===== src/rtl/pc_sequencer.sv =====
// Four-state instruction sequencer: fetches from a 16-entry instruction memory,
// decodes a 2-bit opcode and steps the program counter, halting on timeout or HALT.
module pc_sequencer #(
    parameter int unsigned TIMEOUT_CYCLES = 8
) (
    input  logic       clk,
    input  logic       rst_n,
    input  logic       start,
    output logic       imem_req,
    output logic [3:0] imem_addr,
    input  logic       imem_ack,
    input  logic [7:0] imem_data,
    input  logic       eq_flag,
    input  logic       ex_busy,
    output logic [3:0] pc,
    output logic [7:0] inst,
    output logic       inst_valid,
    output logic       wb_en,
    output logic       halted,
    output logic       fetch_err
);

    typedef enum logic [1:0] {
        ST_IDLE  = 2'd0,
        ST_FETCH = 2'd1,
        ST_EXEC  = 2'd2,
        ST_HALT  = 2'd3
    } state_t;

    localparam logic [7:0] TIMEOUT_LIMIT = 8'(TIMEOUT_CYCLES);

    state_t     r_state;
    state_t     w_state_nxt;
    logic [3:0] r_pc;
    logic [3:0] w_pc_nxt;
    logic [3:0] w_pc_inc;
    logic [7:0] r_inst;
    logic [7:0] w_inst_nxt;
    logic [7:0] r_wait;
    logic [7:0] w_wait_nxt;
    logic [7:0] w_wait_inc;
    logic       r_fetch_err;
    logic       w_fetch_err_nxt;
    logic       w_wb_en;

    assign w_pc_inc   = r_pc + 4'd1;
    assign w_wait_inc = r_wait + 8'd1;

    // State, program counter, instruction latch, wait counter and error flag.
    always_ff @(posedge clk or negedge rst_n) begin
        if (!rst_n) begin
            r_state     <= ST_IDLE;
            r_pc        <= 4'd0;
            r_inst      <= 8'h00;
            r_wait      <= 8'd0;
            r_fetch_err <= 1'b0;
        end else begin
            r_state     <= w_state_nxt;
            r_pc        <= w_pc_nxt;
            r_inst      <= w_inst_nxt;
            r_wait      <= w_wait_nxt;
            r_fetch_err <= w_fetch_err_nxt;
        end
    end

    // Next-state logic, decode and the write-back strobe.
    always_comb begin
        w_state_nxt     = r_state;
        w_pc_nxt        = r_pc;
        w_inst_nxt      = r_inst;
        w_wait_nxt      = r_wait;
        w_fetch_err_nxt = r_fetch_err;
        w_wb_en         = 1'b0;
        case (r_state)
            ST_IDLE: begin
                if (start) begin
                    w_state_nxt = ST_FETCH;
                end else begin
                    w_state_nxt = ST_IDLE;
                end
            end
            ST_HALT: begin
                if (start) begin
                    w_state_nxt     = ST_FETCH;
                    w_pc_nxt        = 4'd0;
                    w_fetch_err_nxt = 1'b0;
                end else begin
                    w_state_nxt = ST_HALT;
                end
            end
            ST_FETCH: begin
                // An ack in the cycle the timeout would expire still wins.
                if (imem_ack) begin
                    w_inst_nxt  = imem_data;
                    w_wait_nxt  = 8'd0;
                    w_state_nxt = ST_EXEC;
                end else if (w_wait_inc == TIMEOUT_LIMIT) begin
                    w_wait_nxt      = 8'd0;
                    w_fetch_err_nxt = 1'b1;
                    w_state_nxt     = ST_HALT;
                end else begin
                    w_wait_nxt = w_wait_inc;
                end
            end
            ST_EXEC: begin
                if (ex_busy) begin
                    w_state_nxt = ST_EXEC;
                end else begin
                    w_state_nxt = ST_FETCH;
                    case (r_inst[7:6])
                        2'b00: begin
                            w_pc_nxt = w_pc_inc;
                            w_wb_en  = |r_inst;
                        end
                        2'b01: begin
                            w_pc_nxt = w_pc_inc;
                            w_wb_en  = 1'b1;
                        end
                        2'b10: begin
                            if (eq_flag) begin
                                w_pc_nxt = r_inst[3:0];
                            end else begin
                                w_pc_nxt = w_pc_inc;
                            end
                        end
                        2'b11: begin
                            w_state_nxt = ST_HALT;
                        end
                        default: begin
                            w_state_nxt = ST_IDLE;
                        end
                    endcase
                end
            end
            default: begin
                w_state_nxt = ST_IDLE;
            end
        endcase
    end

    assign imem_req   = (r_state == ST_FETCH);
    assign imem_addr  = r_pc;
    assign pc         = r_pc;
    assign inst       = r_inst;
    assign inst_valid = (r_state == ST_EXEC);
    assign halted     = (r_state == ST_HALT);
    assign fetch_err  = r_fetch_err;
    assign wb_en      = w_wb_en;

endmodule


===== config.mk =====
export PLATFORM = sky130hd
export DESIGN_NAME = pc_sequencer
export DESIGN_NICKNAME = d
export VERILOG_FILES = /design/src/rtl/pc_sequencer.sv
export SDC_FILE = /design/constraint.sdc
export NUM_CORES = 1
export LEC_CHECK = 0
export CAP_MARGIN = 10
export CORE_ASPECT_RATIO = 0.8
export CORE_MARGIN = 4
export CORE_UTILIZATION = 28
export CTS_BUF_LIST = sky130_fd_sc_hd__clkbuf_4 sky130_fd_sc_hd__clkbuf_8
export CTS_CLUSTER_DIAMETER = 50
export DETAILED_ROUTE_END_ITERATION = 8
export HOLD_SLACK_MARGIN = 0.02
export PLACE_DENSITY_LB_ADDON = 0.2
export REMOVE_ABC_BUFFERS = 1
export SETUP_SLACK_MARGIN = 0.15
export SLEW_MARGIN = 20
export SYNTH_ARGS = -nofsm -noshare
export SYNTH_HDL_FRONTEND = slang
export SYNTH_SLANG_ARGS = --single-unit

===== constraint.sdc =====
create_clock -name clk -period 1.5 [get_ports clk]
set_input_delay 0.225 -clock clk [delete_from_list [all_inputs] [get_ports clk]]
set_output_delay 0.225 -clock clk [all_outputs]
set_load 0.02 [all_outputs]

; Yosys cells after proc, flatten, opt, wreduce, memory -nomap -nowiden
; Cells that the tools add are included.
[totals]
reg_bits = 23
input_bits = 14
output_inout_bits = 21
[op_classes]
n_addsub = 2
eq_ne = 13
n_mux = 21
reduce_logical = 9
[ops]
columns = cell, n
row1 = $mux 8, 2
row2 = $pmux 4 s2, 2
row3 = $mux 4, 3
row4 = $mux 2, 5
row5 = $add 8x1->8 const B, 1
row6 = $eq 2x2->1 const B, 4
row7 = $eq 8x4->1 const B, 1
row8 = $pmux 2 s4, 1
row9 = $reduce_and 4->1, 2
row10 = $reduce_or 8->1, 1
row11 = $mux 1, 6
row12 = $ne 2x2->1 const B, 3
row13 = $add 4x1->4 const B, 1
row14 = $eq 2x1->1 const B, 2
row15 = $logic_not 2->1, 2
row16 = $pmux 1 s2, 2
row17 = $reduce_bool 2->1, 2
row18 = $ne 3x1->1 const B, 1
row19 = $ne 3x2->1 const B, 1
row20 = $ne 2x1->1 const B, 1
row21 = $reduce_and 2->1, 1
row22 = $reduce_or 2->1, 1

; Longest topological paths before layout
[depth]
ltp_word = 5
mapped_depth = 7
depth_no_buf = 5

; Least setup slack after synthesis
; No wires, ideal clock.
[synth_path]
path_kind = reg-to-output
startpoint = reg r_state[0]
endpoint = out wb_en
arrival_time_ns = 1.686
required_time_ns = 1.275
path_slack_ns = -0.411
stages_incl_launch_ff = 4
path_buffers = 1
cell_sequence = dfrtp_1 -> buf_4 -> nor2b_1 -> nor4b_1
[synth_via]
elab_chain_cells = 2
[synth_lines]
columns = item, line
row1 = "start, declared", 32  ; state_t r_state;
row2 = "start signal, assigned", 58  ; r_state <= w_state_nxt;
row3 = $eq 2x2->1, -
row4 = net inst_valid, 17  ; output logic inst_valid,
row5 = $mux 1, 74  ; case (r_state)
row6 = "end, declared", 18  ; output logic wb_en,
; The timed path passes the listed nets, and every way through them passes these cells.

; Worst setup path after layout
[layout_path]
startpoint = reg r_inst[0] (netlist: inst[0])
endpoint = out wb_en
[layout_via]
elab_chain_cells = 4
[layout_lines]
columns = item, line
row1 = "start, declared", 37  ; logic [7:0] r_inst;
row2 = "start signal, assigned", 60  ; r_inst <= w_inst_nxt;
row3 = $reduce_or 8->1, 113  ; w_wb_en = |r_inst;
row4 = $pmux 1 s2, 110  ; case (r_inst[7:6])
row5 = $mux 1, 106  ; if (ex_busy) begin
row6 = $mux 1, 74
; No other way between the ends.

==> metrics <==
largest fanout on the critical path 2; Post-Syn Area 0.001316 mm2; Clk Tree Root Cell clkbuf_8; CTS buffer count 3; Top Ports 35; element type at the critical path end output pin; Final Max Slew Viols 0; Post-Route WL 3608 um; PD cells 2048 mW/mm2; die width 84.66 um; reg-to-reg critical path endpoint inst[0]$_DFFE_PN0P_; residual DRC count 0; Synth Register Bits 23; initial DRC count 48; critical path required time 1.27 ns; CTS sink count 23; RSZ-0062 raised after global routing true; gpl congestion 0.7790; CP arrival 1.58 ns; pre-CTS setup slack -0.4997 ns; die height 69.33 um; final setup violation count 1; outcome finished with violations; min cycle time layout 1.802 ns; total gr overflow 0; CP endpoint wb_en; post-synthesis sequential area ratio 43.73%; share of layout cells above drive strength 1 51.00%; ys flop type dfrtp_1; setup slack, reg-to-reg 0.03 ns; Worst Hold Class in2async; Worst Setup Start Kind flip-flop; headroom to the max-slew limit 74.62%; Initial Utilization 28.81%; vias in the first global route 1268; Total Routing Usage GR 12.16%; f_max 0.5550 GHz; later-pin clock latency in the skew report 0.26 ns; worst vdd ir 731.2 uV; fill count 433; HPWL after DPL 2612 um; Ys Warns 0; via count 1204; number of synthesized flops with an enable pin 0; Worst Slack Setup Final -0.3017 ns; first-pass GRT wire length 5961 um; failing checks setup timing; First-pass DRT Iterations 4; PnR Total Power 4.725 mW; # port buffers 34; Via density 4.631; Layout area overhead 75.29%; CTS Buffer Depth 2; Storage cell area 576.8 um2; dpl cells 241; antenna violations before repair 0; beginning of the critical path inst[0]$_DFFE_PN0P_; async set or reset register ratio after synthesis 100.0%; Final ANT Viol Nets 0; TritonCTS clock tree done; Yosys cell types 39; Avg Inst Size Synth 10.05 um2; Die Area 0.005869 mm2; critical register-to-register path startpoint r_state[0]$_DFFE_PN0P_; CTS clk-pin slew, worst paths 0.09 ns; leakage power 1.034 nW; nets@finish 217; largest net degree at the start of global routing 24; area of the multi-input gates 902.1 um2; Final Util 50.49%; period utilization 120.1%; Worst Clk Skew 0.003230 ns; R2R cell count 7; Core Area 0.004569 mm2; H-tree Lvls 1; Post-Synthesis Cells 131; row count 22; per-cell routed wire length 13.88 um; Finished Layout Cells 260; maxcap violations 0; Final Hold Viols 0; Tightest Pin Transition 0.3778 ns; antenna cells 0; CP Class reg2out
==> worst min-delay path by stage <==
stage	start	endpoint	slack (ns)	cells past startpoint
2_1_floorplan	rst_n	fetch_err$_DFFE_PN0P_	-0.07	0
3_3_place_gp	fetch_err$_DFFE_PN0P_	fetch_err$_DFFE_PN0P_	0.50	1
3_5_place_dp	fetch_err$_DFFE_PN0P_	fetch_err$_DFFE_PN0P_	0.50	1
4_1_cts	rst_n	imem_addr[0]$_DFFE_PN0P_	0.32	2
5_1_grt	rst_n	imem_addr[3]$_DFFE_PN0P_	0.33	2
6_report	rst_n	imem_addr[0]$_DFFE_PN0P_	0.30	2
==> stage by stage <==
| step | TNS (ns) | hold WS, ns | instance area [um2] |
|---|---|---|---|
| 5_1_grt | -0.5844 | 0.3274 | 2307 |
| 4_1_cts | -0.4391 | 0.3195 | 2120 |
| 2_1_floorplan | -2.128 | -0.07059 | 1235 |
| 3_5_place_dp | -1.565 | 0.5029 | 1846 |
| 6_report | -0.3017 | 0.3040 | 2307 |
| 3_3_place_gp | -1.179 | 0.4954 | 1846 |
==> where the power goes <==
part	internal (mW)	leakage (nW)	total (mW)	switching [mW]
Clock	0.188	0.0217	0.396	0.209
Sequential	0.893	0.285	1.17	0.273
Combinational	1.71	0.727	3.16	1.45
Total	2.79	1.03	4.72	1.93
==> critical path: stages (launching register included) <==
cell	delay [ns]
dfrtp_1	0.39
or4_4	0.54
nor4_4	0.14
nor4b_1	0.08
buf_2	0.16
==> Yosys cell counts (all sizes together) (2+ instances only) <==
cell type	count	area share, %
a211oi	2	1.1
a21oi	6	2.3
and2	2	0.95
and3	2	0.95
buf	7	4.1
clkbuf	2	1.4
dfrtp	23	44
ha	2	1.9
inv	3	0.86
mux2	9	7.7
mux2i	7	5.3
nand2	19	5.6
nand3	3	1.1
nor2	6	1.7
nor3	5	1.9
nor3b	2	1.1
o21ai	10	3.8
o31ai	5	2.9
==> layout make-up <==
class / count / area share (%)
Timing Repair Buffer: 75 / 29.93
Clock buffer: 3 / 1.790
Inverter: 3 / 0.5965
Clock inverter: 1 / 0.3254
Multi-Input combinational cell: 95 / 39.10
Tap cell: 60 / 3.254
Sequential cell: 23 / 25.00
==> metal layers <==
metal	routed length [um]	up-vias	GRT usage [%]
met2	1756	22	19.03
met3	106	2	2.375
met5	0	-	0
li1	-	605	-
met4	27	0	2.636
met1	1718	575	17.34
==> cell families after synthesis <==
| logic type | Yosys count | share of synthesized area [%] |
|---|---|---|
| buf+inv | 13 | 7.034 |
| mux | 16 | 13.02 |
| compound gates | 28 | 14.92 |
| simple gates | 49 | 19.39 |
| flops | 23 | 43.73 |
| fa+ha+maj | 2 | 1.901 |
==> registers in the layout, indices dropped and copies added, names as in the netlist <==
signal,cells
inst,8
r_wait,8
imem_addr,4
r_state,2
fetch_err,1
==> placed cells by master, fill, tap and decap left out, drive strengths merged, types with 6 or more instances in the layout <==
master	n
dfrtp	23
a21oi	6
buf	46
dlygate4sd2	9
nor2	6
o21ai	10
clkdlybuf4s50	13
mux2	9
nand2	19
mux2i	7
==> repair_timing <==
| action | CTS | global route |
|---|---|---|
| setup endpoints to repair | 40 | 33 |
| pin swaps | 14 | 13 |
| hold buffers | 0 | 0 |
| buffers inserted | 6 | 9 |
| resized for setup | 93 | 42 |
(Power assumes the default switching activity.)
